--- config.mk ---
export PLATFORM = sky130hd
export DESIGN_NAME = decode_queue
export DESIGN_NICKNAME = d
export VERILOG_FILES = /design/src/rtl/decode_queue.sv
export SDC_FILE = /design/constraint.sdc
export NUM_CORES = 1
export LEC_CHECK = 0
export ABC_CLOCK_PERIOD_IN_PS = 3700
export CAP_MARGIN = 20
export CORE_MARGIN = 1
export CORE_UTILIZATION = 50
export DETAILED_ROUTE_END_ITERATION = 8
export GPL_ROUTABILITY_DRIVEN = 0
export PLACE_DENSITY = 0.75
export SETUP_SLACK_MARGIN = 0.02
export SLEW_MARGIN = 20
export SYNTH_ARGS = -nofsm -noshare
export SYNTH_HDL_FRONTEND = slang
export SYNTH_SLANG_ARGS = --single-unit
export TNS_END_PERCENT = 100
--- constraint.sdc ---
create_clock -name clk -period 3.7 [get_ports clk]
set_clock_uncertainty 0.2 [all_clocks]
set_input_delay 1.11 -clock clk [delete_from_list [all_inputs] [get_ports clk]]
set_output_delay 1.11 -clock clk [all_outputs]
set_load 0.02 [all_outputs]
--- src/rtl/decode_queue.sv ---
// rtl/decode_queue.sv - RV32I decoder feeding a DEPTH-entry issue FIFO.
// Optional DECODE_QUEUE_ILLEGAL_TRAP_EN enqueues unknown opcodes as TExc entries.
module decode_queue #(
   parameter int DEPTH  = 4,
   parameter int ADDR_W = 32,
   parameter int DATA_W = 32,
   parameter int OP_W   = 6,
   parameter int TAG_W  = 4,
   parameter int NAME_W = 5,
   parameter int TYPE_W = 3
) (
   input  logic                       clk,
   input  logic                       rst_n,
   input  logic                       clear_i,
   input  logic                       iq_valid_i,
   output logic                       iq_ready_o,
   input  logic [31:0]                inst_i,
   input  logic [ADDR_W-1:0]          pc_i,
   input  logic                       bp_i,
   input  logic                       rob_valid_i,
   input  logic [TAG_W-1:0]           rob_tag_i,
   input  logic                       rs_valid_i,
   input  logic                       ls_rs_valid_i,
   input  logic                       br_rs_valid_i,
   output logic                       disp_en_o,
   output logic [OP_W-1:0]            op_o,
   output logic [DATA_W-1:0]          imm_o,
   output logic [ADDR_W-1:0]          pc_o,
   output logic                       bp_o,
   output logic [1:0]                 cls_o,
   output logic                       reg1_re_o,
   output logic                       reg2_re_o,
   output logic [NAME_W-1:0]          reg1_o,
   output logic [NAME_W-1:0]          reg2_o,
   output logic                       rd_we_o,
   output logic [NAME_W-1:0]          rd_addr_o,
   output logic [TAG_W-1:0]           des_o,
   output logic                       rob_we_o,
   output logic [NAME_W-1:0]          rob_addr_o,
   output logic [TYPE_W-1:0]          rob_type_o,
   output logic                       rob_bp_o,
   output logic [$clog2(DEPTH):0]     count_o
);
   localparam int PTR_W = $clog2(DEPTH);
   localparam int CNT_W = PTR_W + 1;

   localparam logic [1:0] CLS_ALU = 2'd0, CLS_LS = 2'd1, CLS_BR = 2'd2;
   localparam logic [TYPE_W-1:0] T_REG  = TYPE_W'(1), T_BOTH = TYPE_W'(2), T_PC  = TYPE_W'(3),
                                 T_LOAD = TYPE_W'(4), T_MEM  = TYPE_W'(5), T_EXC = TYPE_W'(6);

   logic [2:0]  f3;
   logic [31:0] imm_i, imm_s, imm_b, imm_u, imm_j;
   assign f3    = inst_i[14:12];
   assign imm_i = {{20{inst_i[31]}}, inst_i[31:20]};
   assign imm_s = {{20{inst_i[31]}}, inst_i[31:25], inst_i[11:7]};
   assign imm_b = {{19{inst_i[31]}}, inst_i[31], inst_i[7], inst_i[30:25], inst_i[11:8], 1'b0};
   assign imm_u = {inst_i[31:12], 12'h000};
   assign imm_j = {{11{inst_i[31]}}, inst_i[31], inst_i[19:12], inst_i[20], inst_i[30:21], 1'b0};

   logic              d_known, d_we, d_isbr;
   logic [OP_W-1:0]   d_op;
   logic [31:0]       d_imm;
   logic [1:0]        d_cls;
   logic [NAME_W-1:0] d_r1, d_r2, d_rd;
   logic [TYPE_W-1:0] d_type;

   // Op code = {group, alt, funct3}; alt marks SUB/SRA/SRAI.
   always_comb begin
      d_known = 1'b1;
      d_we    = 1'b0;
      d_isbr  = 1'b0;
      d_op    = '0;
      d_imm   = '0;
      d_cls   = CLS_ALU;
      d_r1    = '0;
      d_r2    = '0;
      d_type  = T_REG;
      case (inst_i[6:0])
         7'b0110111: begin d_op = OP_W'(1); d_imm = imm_u; d_we = 1'b1; end
         7'b0010111: begin d_op = OP_W'(2); d_imm = imm_u; d_we = 1'b1; end
         7'b1101111: begin
            d_op = OP_W'(3); d_imm = imm_j; d_we = 1'b1; d_cls = CLS_BR; d_isbr = 1'b1; d_type = T_BOTH;
         end
         7'b1100111: begin
            d_op = OP_W'(4); d_imm = imm_i; d_r1 = NAME_W'(inst_i[19:15]); d_we = 1'b1;
            d_cls = CLS_BR; d_isbr = 1'b1; d_type = T_BOTH;
         end
         7'b1100011: begin
            d_op = OP_W'({3'b001, f3}); d_imm = imm_b; d_r1 = NAME_W'(inst_i[19:15]);
            d_r2 = NAME_W'(inst_i[24:20]); d_cls = CLS_BR; d_isbr = 1'b1; d_type = T_PC;
         end
         7'b0000011: begin
            d_op = OP_W'({3'b010, f3}); d_imm = imm_i; d_r1 = NAME_W'(inst_i[19:15]);
            d_we = 1'b1; d_cls = CLS_LS; d_type = T_LOAD;
         end
         7'b0100011: begin
            d_op = OP_W'({3'b011, f3}); d_imm = imm_s; d_r1 = NAME_W'(inst_i[19:15]);
            d_r2 = NAME_W'(inst_i[24:20]); d_cls = CLS_LS; d_type = T_MEM;
         end
         7'b0010011: begin
            d_op  = OP_W'({2'b10, (f3 == 3'd5) && inst_i[30], f3});
            d_imm = (f3 == 3'd1 || f3 == 3'd5) ? {26'h0, inst_i[25:20]} : imm_i;
            d_r1  = NAME_W'(inst_i[19:15]); d_we = 1'b1;
         end
         7'b0110011: begin
            d_op = OP_W'({2'b11, (f3 == 3'd0 || f3 == 3'd5) && inst_i[30], f3});
            d_r1 = NAME_W'(inst_i[19:15]); d_r2 = NAME_W'(inst_i[24:20]); d_we = 1'b1;
         end
         default: begin d_known = 1'b0; d_type = T_EXC; end
      endcase
   end

   assign d_rd = d_we ? NAME_W'(inst_i[11:7]) : '0;

   logic enq_ok;
`ifdef DECODE_QUEUE_ILLEGAL_TRAP_EN
   assign enq_ok = 1'b1;
`else
   assign enq_ok = d_known;
`endif

   logic [OP_W-1:0]   op_q   [DEPTH];
   logic [DATA_W-1:0] imm_q  [DEPTH];
   logic [ADDR_W-1:0] pc_q   [DEPTH];
   logic              bp_q   [DEPTH];
   logic [1:0]        cls_q  [DEPTH];
   logic [NAME_W-1:0] r1_q   [DEPTH];
   logic [NAME_W-1:0] r2_q   [DEPTH];
   logic [NAME_W-1:0] rd_q   [DEPTH];
   logic              we_q   [DEPTH];
   logic [TYPE_W-1:0] type_q [DEPTH];
   logic [DEPTH-1:0]  valid_q;
   logic [PTR_W-1:0]  head_q, tail_q;
   logic [CNT_W-1:0]  count_q;

   logic accept, wr, rs_ok, issue;
   assign iq_ready_o = (count_q < CNT_W'(DEPTH)) && !clear_i;
   assign accept     = iq_valid_i && iq_ready_o;
   assign wr         = accept && enq_ok;

   always_comb begin
      case (cls_q[head_q])
         CLS_ALU: rs_ok = rs_valid_i;
         CLS_LS:  rs_ok = ls_rs_valid_i;
         CLS_BR:  rs_ok = br_rs_valid_i;
         default: rs_ok = 1'b0;
      endcase
   end
   assign issue = valid_q[head_q] && rob_valid_i && rs_ok && !clear_i;

   always_ff @(posedge clk or negedge rst_n) begin
      if (!rst_n) begin
         head_q  <= '0;
         tail_q  <= '0;
         count_q <= '0;
         valid_q <= '0;
      end else if (clear_i) begin
         head_q  <= '0;
         tail_q  <= '0;
         count_q <= '0;
         valid_q <= '0;
      end else begin
         if (wr) begin
            valid_q[tail_q] <= 1'b1;
            tail_q          <= tail_q + 1'b1;
         end
         if (issue) begin
            valid_q[head_q] <= 1'b0;
            head_q          <= head_q + 1'b1;
         end
         count_q <= count_q + CNT_W'(wr) - CNT_W'(issue);
      end
   end

   // Payload needs no reset: valid_q and the issue gate hide stale entries.
   always_ff @(posedge clk) begin
      if (wr) begin
         op_q[tail_q]   <= d_op;
         imm_q[tail_q]  <= DATA_W'($signed(d_imm));
         pc_q[tail_q]   <= pc_i;
         bp_q[tail_q]   <= bp_i && d_isbr;
         cls_q[tail_q]  <= d_cls;
         r1_q[tail_q]   <= d_r1;
         r2_q[tail_q]   <= d_r2;
         rd_q[tail_q]   <= d_rd;
         we_q[tail_q]   <= d_we;
         type_q[tail_q] <= d_type;
      end
   end

   assign disp_en_o  = issue;
   assign op_o       = issue ? op_q[head_q]   : '0;
   assign imm_o      = issue ? imm_q[head_q]  : '0;
   assign pc_o       = issue ? pc_q[head_q]   : '0;
   assign bp_o       = issue && bp_q[head_q];
   assign cls_o      = issue ? cls_q[head_q]  : '0;
   assign reg1_re_o  = issue;
   assign reg2_re_o  = issue;
   assign reg1_o     = issue ? r1_q[head_q]   : '0;
   assign reg2_o     = issue ? r2_q[head_q]   : '0;
   assign rd_we_o    = issue && we_q[head_q];
   assign rd_addr_o  = issue ? rd_q[head_q]   : '0;
   assign des_o      = issue ? rob_tag_i      : '0;
   assign rob_we_o   = issue;
   assign rob_addr_o = issue ? rd_q[head_q]   : '0;
   assign rob_type_o = issue ? type_q[head_q] : '0;
   assign rob_bp_o   = issue && bp_q[head_q];
   assign count_o    = count_q;
endmodule

==> out/summary.txt, run 1 <==
Num rows: 64
Setup TNS: -35860 ps
Place WS: -761 ps
TritonRoute pass-1 iters: 5
Filler instances: 2117
Vias in the first global route: 8293
Cells after Synth: 798
Ys async rst share: 0.0290
Post-synthesis simple-gate area fraction: 0.0719
CP required: 2390 ps
Cells on worst reg2reg path: 13
CP max stage cell: mux4_2
Total gr overflow: 0
Slew margin rel.: 0.381
Clock root cell: clkbuf_16
Startpoint types: register
Syn Area/Cell: 19.4 um2
Crit share post-route: 1.12
Commonest cells in the netlist: 368 x edfxtp_1, 122 x and2_1, 93 x mux4_2
Status: finished with violations
Layout area overhead: 26.8%
Post-synthesis mux area share: 0.136
Peak VDD IR: 0.396 mV
Die Area: 31600 um2
Post-Synth XOR/XNOR Area: 0.00170
WP buf/inv: 3
Antenna diodes: 0
WL/cell: 22.8 um
Grt met2 use: 0.341
Layout net count: 1141
Largest family of logic cells by synthesized area: multiplexers
Critical-path maximum fanout: 8
Longest Clk Path Bufs: 3
Initial antenna violation count: 2
HP Class: register to register
CP Capture Type: output port
Hold Worst Slack: 425 ps
Mean number of vias per cell: 5.59
Seq cells post-synth: 379
Kind of critical path: register to output port
RSZ-0062 raised after global routing: yes
Met3 usage: 0.0392
Mapped Area: 15500 um2
Number of max-cap violations: 0
Vert. Die Dim: 178 um
Distinct cells, synth: 47
Yosys Warn Count: 0
Met1 Use GR: 0.294
Largest area contributor in the netlist: edfxtp_1
Delay-heaviest family, CP: simple AND/OR/NAND/NOR gates
Crit path to: pc_o[17]
DRC: 0
Max Freq: 242 MHz
RR Endpoint: count_o[2]
Count leader, synth: edfxtp_1
Syn nets: 886
Slowest stage delay, CP: 590 ps
Post-Synth Adder-Cell Area: 0.00939
CTS tree: yes
Worst path cell trace: mux4_2 > or3_4 > nand4b_4 > nor2_4 > buf_12 > clkbuf_16 > and2_1 > buf_2
Design area: 19600 um2
Buffers on Ports: 186
Final ANT Viol Nets: 0
CTS Buf Count: 39
R2r setup slk: 290 ps
Sequential share of the synthesized area: 0.733
Fin worst setup slack: -429 ps
Total GRT Usage: 0.209
Via Count: 8243
CP arrival: 2820 ps
Top_reg_cell synth: edfxtp_1
DRT Wirelength: 33700 um
Lkg Pwr: 6.94 nW
Hold Violations, Final: 0
Global-route wire length before repair: 48700 um
Share of cells above drive strength 1: 0.360
DP Wirelength: 20900 um
Violated checks: negative setup slack
GRT busiest layer: met2
Hold buffer count at cts: 0
Starting Density: 0.507
Worst r2r src: head_q[0]
DP Area: 18300 um2
Compound-Gate Fraction of Synth Area: 0.0278
# setup viols final: 105
Min cycle time layout: 4130 ps
Worst Tran Pin Value: 921 ps
Core region area: 30500 um2
Critical Path Stages: 8
CP Launch Point: head_q[0]
Iteration-0 DRC count of the detailed router: 660
Power per Cell Area: 434 nW/um2
Post-synth EDFFs: 368
I/O Pins: 187
Leading post-synthesis cells by cell area: edfxtp_1 71%, mux4_2 14%, and2_1 4.9%
Pins Over Slew Limit: 0
Clock sink total: 379
Worst-Skew Late Latency: 520 ps
Die width: 178 um
Yosys top cell area share: 0.715
Largest net degree at the start of global routing: 79
H-tree depth: 2
Clock slew at reported path FFs: 60 ps
## state kept, by name, summed over array words and instances, names as in the netlist
name / flops
type_q: 12
valid_q: 4
cls_q: 8
count_o: 3
imm_q: 128
r2_q: 20
pc_q: 128
head_q: 2
op_q: 24
we_q: 4
tail_q: 2
rd_q: 20
r1_q: 20
bp_q: 4
## power breakdown
group / internal (mW) / switching, mW
registers: 4.68 / 0.00177
logic: 0.125 / 0.115
clock network: 2.08 / 1.51
## tightest hold or removal path, delay by kind of cell, from the launching register on
| family | cells | cell delay [ps] |
|---|---|---|
| fa+ha+maj | 1 | 130 |
| flops | 1 | 350 |
| simple gates | 1 | 110 |
## metal layers
| layer | wire (um) | up-vias |
|---|---|---|
| met5 | 0 | - |
| met2 | 16700 | 303 |
| met1 | 14100 | 4218 |
| met4 | 516 | 0 |
| met3 | 2330 | 44 |
| li1 | - | 3678 |
## logic make-up (layout without fill, tap and decap cells)
| logic type | after synthesis | count (layout) |
|---|---|---|
| xor+xnor | 3 | 3 |
| compound gates | 62 | 62 |
| simple gates | 187 | 187 |
| flops | 379 | 379 |
| mux | 94 | 94 |
| buf+inv | 62 | 343 |
| fa+ha+maj | 11 | 11 |
## cells in the final DEF (no fill, tap or decap), types with 23 or more instances in the layout
| cell type | instances |
|---|---|
| buf_4 | 58 |
| clkdlybuf4s50_1 | 79 |
| clkbuf_16 | 43 |
| buf_6 | 54 |
| and2_1 | 70 |
| and2_4 | 52 |
| buf_2 | 42 |
| buf_12 | 23 |
| edfxtp_1 | 368 |
| mux4_2 | 93 |
## final cells by class
cell class | instances | area [um2] | area share
sequential | 379 | 11300 | 0.578
multi-input combinational | 357 | 3970 | 0.202
timing repair buffer | 265 | 2600 | 0.133
clock buffer | 50 | 1060 | 0.0541
tap | 396 | 495 | 0.0253
clock inverter | 17 | 103 | 0.00524
inverter | 11 | 41.3 | 0.00211
## worst min path at each step
stage                           from         end  cells past startpoint
final                     count_o[0]  count_o[0]                      2
after global routing       tail_q[1]   tail_q[1]                      2
after CTS                  tail_q[1]   tail_q[1]                      2
after detailed placement  count_o[0]  count_o[0]                      2
after global placement     tail_q[1]   tail_q[1]                      2
after floorplan            tail_q[1]   tail_q[1]                      2
## what timing repair did
action / CTS / global route
pin swaps: 0 / 4
gates cloned: 0 / 5
endpoints found under the setup margin: 107 / 107
resized for setup: 296 / 216
buffers inserted: 3 / 5
## through the flow
step	utilization	std cells	power, mW
floorplan	-	798	4.85
global placement	0.599	1396	5.00
detailed placement	0.599	1396	5.01
CTS	0.632	1466	8.58
global route	0.642	1475	8.76
finish	0.642	1475	8.51
Power figures use the tool's default switching activity.
==> run 2: changes to the inputs <==
--- a/config.mk
+++ b/config.mk
@@ -11,6 +11,7 @@
 export CORE_UTILIZATION = 50
 export DETAILED_ROUTE_END_ITERATION = 8
 export GPL_ROUTABILITY_DRIVEN = 0
+export HOLD_SLACK_MARGIN = 0.08
 export PLACE_DENSITY = 0.75
 export SETUP_SLACK_MARGIN = 0.02
 export SLEW_MARGIN = 20
==> results of run 2 <==
Final layout, timing and power as in run 1 (identical DEF).
==> run 3: changes to the inputs <==
--- a/config.mk
+++ b/config.mk
@@ -11,7 +11,6 @@
 export CORE_UTILIZATION = 50
 export DETAILED_ROUTE_END_ITERATION = 8
 export GPL_ROUTABILITY_DRIVEN = 0
-export HOLD_SLACK_MARGIN = 0.08
 export PLACE_DENSITY = 0.75
 export SETUP_SLACK_MARGIN = 0.02
 export SLEW_MARGIN = 20
==> results of run 3 <==
Final layout, timing and power as in run 1 (identical DEF).
